==> src/rtl/gpio_conditioner.sv <==
// Per-channel GPIO conditioning: pad synchronizer, debounce, edge detect,
// sticky interrupt pending flags and output-enable pass-through.
module gpio_conditioner #(
    parameter int GPIO_WIDTH      = 3,
    parameter int SYNC_STAGES     = 2,
    parameter int DEBOUNCE_CYCLES = 120000
) (
    input  logic                  clock,
    input  logic                  reset,
    input  logic [GPIO_WIDTH-1:0] gpio_pad_in,
    input  logic [GPIO_WIDTH-1:0] gpio_oe,
    input  logic [GPIO_WIDTH-1:0] gpio_output,
    input  logic [GPIO_WIDTH-1:0] rise_enable,
    input  logic [GPIO_WIDTH-1:0] fall_enable,
    input  logic [GPIO_WIDTH-1:0] pending_clear,
    output logic [GPIO_WIDTH-1:0] gpio_pad_oe,
    output logic [GPIO_WIDTH-1:0] gpio_pad_out,
    output logic [GPIO_WIDTH-1:0] gpio_input,
    output logic [GPIO_WIDTH-1:0] rise_event,
    output logic [GPIO_WIDTH-1:0] fall_event,
    output logic [GPIO_WIDTH-1:0] pending,
    output logic                  irq
);

    localparam int CW = $clog2(DEBOUNCE_CYCLES + 1);
    localparam logic [CW-1:0] LAST = CW'(DEBOUNCE_CYCLES - 1);

    logic [GPIO_WIDTH-1:0] stable;
    logic [GPIO_WIDTH-1:0] prev;
    logic [GPIO_WIDTH-1:0] pend_q;

    assign gpio_pad_oe  = gpio_oe;
    assign gpio_pad_out = gpio_output;

    genvar g;
    for (g = 0; g < GPIO_WIDTH; g++) begin : g_ch
        logic [SYNC_STAGES-1:0] sync_q;
        logic [CW-1:0]          count;
        logic                   stable_q;
        logic                   sync_out;

        assign sync_out  = sync_q[SYNC_STAGES-1];
        assign stable[g] = stable_q;

        always_ff @(posedge clock) begin
            if (reset) begin
                sync_q   <= '0;
                count    <= '0;
                stable_q <= 1'b0;
            end else begin
                sync_q <= {sync_q[SYNC_STAGES-2:0], gpio_pad_in[g]};
                // Loopback: in output mode the driven value is the input.
                if (gpio_oe[g]) begin
                    stable_q <= gpio_output[g];
                    count    <= '0;
                end else if (sync_out == stable_q) begin
                    count <= '0;
                end else if (count == LAST) begin
                    stable_q <= sync_out;
                    count    <= '0;
                end else begin
                    count <= count + 1'b1;
                end
            end
        end
    end

    assign gpio_input = stable;
    assign rise_event = stable & ~prev;
    assign fall_event = ~stable & prev;
    assign pending    = pend_q;
    assign irq        = |pend_q;

    // New events take priority over a coincident clear.
    always_ff @(posedge clock) begin
        if (reset) begin
            prev   <= '0;
            pend_q <= '0;
        end else begin
            prev   <= stable;
            pend_q <= (pend_q & ~pending_clear)
                    | (rise_event & rise_enable)
                    | (fall_event & fall_enable);
        end
    end

endmodule

==> config.mk <==
export PLATFORM = sky130hd
export DESIGN_NAME = gpio_conditioner
export DESIGN_NICKNAME = d
export VERILOG_FILES = /design/src/rtl/gpio_conditioner.sv
export SDC_FILE = /design/constraint.sdc
export NUM_CORES = 1
export LEC_CHECK = 0
export BUFFER_PORTS_ARGS = -buffer_cell sky130_fd_sc_hd__buf_2
export CAP_MARGIN = 20
export CORE_UTILIZATION = 54
export CTS_BUF_LIST = sky130_fd_sc_hd__clkbuf_4
export DETAILED_ROUTE_END_ITERATION = 16
export PLACE_DENSITY = 0.83
export SYNTH_ARGS = -nofsm -noshare
export SYNTH_HDL_FRONTEND = slang
export SYNTH_SLANG_ARGS = --single-unit
==> constraint.sdc <==
create_clock -name clock -period 1.8 [get_ports clock]
set_input_delay 0.18 -clock clock [delete_from_list [all_inputs] [get_ports clock]]
set_output_delay 0.18 -clock clock [all_outputs]
set_load 0.03 [all_outputs]
# == Word level (Yosys, flattened, before mapping) ==
# Cells that the tools add are included.
# word_totals
ff_bits,66
inputBits,20
output_inout_bits,19
wordCells,52
# classes
n_addsub,3
eq_ne,9
n_mux,9
bitwise_logic,10
reduce_logical,10
# op_table
operator,n
$add A17 B1 Y17 const B,3
$eq A17 B17 Y1 const B,3
$and A3 B3 Y3,5
$reduce_or A4 Y1,3
$mux W1,9
$not A3 Y3,3
$ne A2 B2 Y1 const B,3
$or A3 B3 Y3,2
$reduce_and A2 Y1,3
$reduce_bool A2 Y1,3
$eq A1 B1 Y1,3
$reduce_or A3 Y1,1

# == Logic depth before layout (Yosys ltp) ==
# depth
word_depth,5
mapped_depth,7
depth_no_buf,5

# == Worst setup path before layout ==
# No wires, ideal clock.
# synth_path
path_type,reg-to-reg
from,register g_ch[1].count[0]
to,register g_ch[1].count[16]
setup_ps,70
arrival_ps,1652
setup_slack_ps,79
stages_incl_launch_ff,6
period_less_slack_ps,1721
path_cell_list,dfxtp_1 ha_1 nand3_1 or3_1 or4_1 a21oi_1
# synth_via
elab_chain_len,2
# synth_lines
element,line_no,source
"start, declared",38,logic [CW-1:0] count;
"start signal, assigned",62,count <= count + 1'b1;
branches (longest 2 deep; another with $add A17 B1 Y17),-,
# Parallel ways; which one is timed is not known.
# A chain may end at the register's enable or synchronous reset.

# == Worst setup path after layout ==
# layout_path
from,register g_ch[1].count[5]
to,register g_ch[1].count[15]
# Same word-level chain as after synthesis.

==> flow_metrics.env <==
export IMPL_run_status="finished with violations"
export IMPL_failed_checks="negative hold slack"
export IMPL_maxSlewHeadroom_pct=72.2
export IMPL_layout_area_overhead_vs_synth_pct=18.4
export IMPL_synth_seq_cells=66
export IMPL_postLayoutCellArea_sq_mm=0.00347
export IMPL_drt_first_pass_iters=4
export IMPL_critical_path_arrival_ps=2090
export IMPL_route_detailed_vias_per_inst=5.35
export IMPL_syn_area_per_cell_sq_um=8.89
export IMPL_portBuffers=38
export IMPL_clock_skew_final_ps=9.82
export IMPL_final_hold_viol_count=1
export IMPL_drt_iter0_drc=148
export IMPL_total_power_w=0.00265
export IMPL_cts_root_buffer="sky130_fd_sc_hd__clkbuf_4"
export IMPL_synth_flop_cell="sky130_fd_sc_hd__dfxtp_1"
export IMPL_crit_path_max_incr_delay_ps=560
export IMPL_slew_viol_final=0
export IMPL_cellLeakagePower_nw=1.15
export IMPL_final_antenna_net_count=0
export IMPL_crit_path_max_fanout=5
export IMPL_cts_made_buffers=9
export IMPL_antenna_cells_inserted=0
export IMPL_synth_top_area_share_pct=45.1
export IMPL_relative_contribution_of_sequential_cells_to_total_power_pct=56.6
export IMPL_critical_path_endpoint_type="register"
export IMPL_route_final_wire_length_um=5720
export IMPL_htree_num_levels=3
export IMPL_clock_sink_count=66
export IMPL_syn_nets=353
export IMPL_tightestPinTransition_ps=416
export IMPL_yosysSeqAreaShare_pct=45.1
export IMPL_critPathTopFamily="simple AND/OR/NAND/NOR gates"
export IMPL_placementRows=26
export IMPL_grt_first_pass_wirelength_um=9010
export IMPL_finalSetupViolations=0
export IMPL_groute_usage_overall_pct=21.2
export IMPL_synth_enable_flop_cells=0
export IMPL_postCtsSetupRepairBufs=0
export IMPL_netlist_cell_type_count=32
export IMPL_finalWorstPathRequiredPeriod_ps=1730
export IMPL_yosysWarnings=0
export IMPL_p_switching_w=0.000628
export IMPL_post_synthesis_cell_area_sq_mm=0.00293
export IMPL_synth_area_top_cells="sky130_fd_sc_hd__dfxtp_1, sky130_fd_sc_hd__xnor2_1, sky130_fd_sc_hd__nor2_1"
export IMPL_final_net_count=411
export IMPL_async_reset_ff_share_pct=0
export IMPL_max_clock_freq_ghz=0.579
export IMPL_globalRouteOverflowTotal=0
export IMPL_clk_pin_slew_worst_paths_ps=100
export IMPL_finalCoreUtilization_pct=67.2
export IMPL_layout_commonest_cell="sky130_fd_sc_hd__dfxtp_1"
export IMPL_crit_path_start_kind="register"
export IMPL_wl_per_cell_um=12.4
export IMPL_power_report_internal_total_w=0.00202
export IMPL_insertion_delay_ps=420
export IMPL_final_layout_size_suffix_gt1_share_pct=21.4
export IMPL_critPathSlowestCell="sky130_fd_sc_hd__or4_4"
export IMPL_timing_hold_worst_class="in2reg"
export IMPL_detailroute_via_count=2478
export IMPL_hold_slack_ps=-5.04
export IMPL_post_synth_top_area_cell="sky130_fd_sc_hd__dfxtp_1"
export IMPL_timing_worst_setup_path_type="reg2reg"
export IMPL_critical_path_cell_by_cell="nand4_1, or4_4, or3_1, a21oi_1"
export IMPL_detail_route_drc_violations=0
export IMPL_placement_cell_area_sq_mm=0.00323
export IMPL_grt_start_max_net_pins=17
export IMPL_pin_count=39
export IMPL_worst_ep_required_time_ps=2160
export IMPL_die_height_um=75.7
export IMPL_die_area_sq_mm=0.00573
export IMPL_syn_inst=330
export IMPL_gp_routability_congestion=0.839
export IMPL_overall_die_width_um=75.7
export IMPL_number_of_global_route_vias_before_repair=2188
export IMPL_crit_buf_inv=0
export IMPL_final_setup_tns_ps=0
export IMPL_final_cell_mix="sky130_fd_sc_hd__dfxtp_1, sky130_fd_sc_hd__nor2_1, sky130_fd_sc_hd__buf_2"
export IMPL_power_frac_clock_pct=36.3
export IMPL_rsz_0062_raised_after_global_routing="true"
export IMPL_ir_drop_v=0.000445
export IMPL_drv_cap=0
export IMPL_tritoncts_clock_tree="yes"
export IMPL_floorplan_initialDensity_pct=56.7
export IMPL_design_core_area_sq_mm=0.00517
export IMPL_grt_antenna_before_repair=0
export IMPL_power_share_switching_pct=23.7
export IMPL_dp_hpwl_um=4120
export IMPL_clock_path_buffers=2
export IMPL_powerDensity_mw_per_mm2=762
export IMPL_post_route_fraction_of_the_period_consumed_by_the_critical_path_pct=95.9
export IMPL_p_comb_share_pct=7.1
==> final timing paths <==
check                              startpoint                            end  slack [ps]  cells after the start
setup / recovery  g_ch[1].count[5]$_SDFF_PP0_   g_ch[1].count[15]$_SDFF_PP0_          70                      4
setup reg to reg  g_ch[1].count[5]$_SDFF_PP0_   g_ch[1].count[15]$_SDFF_PP0_          70                      4
hold reg to reg   g_ch[1].count[0]$_SDFF_PP0_    g_ch[1].count[0]$_SDFF_PP0_         440                      1
hold / removal                     gpio_oe[1]  g_ch[1].stable_q$_SDFFE_PP0P_          -5                      2
==> synthesized netlist by cell type (2+ instances only) <==
cell,instances
sky130_fd_sc_hd__dfxtp_1,66
sky130_fd_sc_hd__nor2_1,53
sky130_fd_sc_hd__xnor2_1,35
sky130_fd_sc_hd__nand3_1,17
sky130_fd_sc_hd__inv_1,16
sky130_fd_sc_hd__nor2b_1,16
sky130_fd_sc_hd__nand4_1,13
sky130_fd_sc_hd__nor4_1,13
sky130_fd_sc_hd__buf_4,12
sky130_fd_sc_hd__nand2_1,12
sky130_fd_sc_hd__nor3_1,12
sky130_fd_sc_hd__a21oi_1,7
sky130_fd_sc_hd__or3_1,7
sky130_fd_sc_hd__or4_1,6
sky130_fd_sc_hd__xor2_1,6
sky130_fd_sc_hd__nand4b_1,5
sky130_fd_sc_hd__nor3b_1,4
sky130_fd_sc_hd__o21ai_0,4
sky130_fd_sc_hd__a222oi_1,3
sky130_fd_sc_hd__ha_1,3
sky130_fd_sc_hd__o31ai_1,3
sky130_fd_sc_hd__or2_2,3
sky130_fd_sc_hd__buf_2,2
sky130_fd_sc_hd__clkbuf_1,2
sky130_fd_sc_hd__nand4bb_1,2
sky130_fd_sc_hd__nor4_2,2
==> power by group through the flow <==
| stage | logic, W | registers [W] | clock network [W] |
|---|---|---|---|
| 2_1_floorplan | 0.000122 | 0.00154 | 0 |
| 3_3_place_gp | 0.000171 | 0.00153 | 0 |
| 3_5_place_dp | 0.000174 | 0.00153 | 0 |
| 4_1_cts | 0.000188 | 0.00150 | 0.000972 |
| 5_1_grt | 0.000208 | 0.00150 | 0.00104 |
| 6_report | 0.000189 | 0.00150 | 0.000960 |
==> flip-flops by register name, summed over array words and instances (netlist names) <==
register,flops
g_ch.count,51
g_ch.stable_q,3
g_ch.sync_q,6
pending,3
prev,3
==> repair_timing <==
action                                  CTS  global route
hold buffers                              7             0
gates resized for setup                   0            10
endpoints found under the hold margin     6             0
endpoints found under the setup margin    0            20
==> cells by family (layout without fill, tap and decap cells) <==
family / Yosys count / count (layout) / share of synthesized area, %
adder cells (fa/ha/maj): 3 / 3 / 1.28
flip-flops: 66 / 66 / 45.1
AND/OR/NAND/NOR: 168 / 168 / 31.0
AO/OA/AOI/OAI: 19 / 19 / 4.31
buffers and inverters: 33 / 96 / 6.10
XOR/XNOR: 41 / 41 / 12.2
==> worst reg2reg max path: stages, from the launching register on <==
cell and delay (ps):
sky130_fd_sc_hd__dfxtp_1 420, sky130_fd_sc_hd__nand4_1 190, sky130_fd_sc_hd__or4_4 560, sky130_fd_sc_hd__or3_1 360, sky130_fd_sc_hd__a21oi_1 140
==> stage by stage <==
stage               hold slack, ps  setup slack, ps  std cells
detailed placement             399             54.9        440
global route                  13.3            -2.87        463
global placement               389              108        440
finish                       -5.04             73.7        463
floorplan                      252             78.7        330
CTS                           2.65             57.4        463
==> area by class of cell <==
cell class	instances	area, sq um
Clock buffer	12	90.1
Clock inverter	4	42.5
Fill cell	418	1700
Inverter	16	60.1
Multi-Input combinational cell	231	1470
Sequential cell	66	1320
Tap cell	70	87.6
Timing Repair Buffer	64	403
==> routing by layer <==
metal	global-route usage [%]	vias up	part of all wire, %
li1	-	1255	-
met5	0	-	0
met3	5.03	17	4.5
met4	11.5	0	1.8
met1	25.7	1151	47
met2	35.0	55	46
No activity file was read; power rests on OpenSTA's default activity.
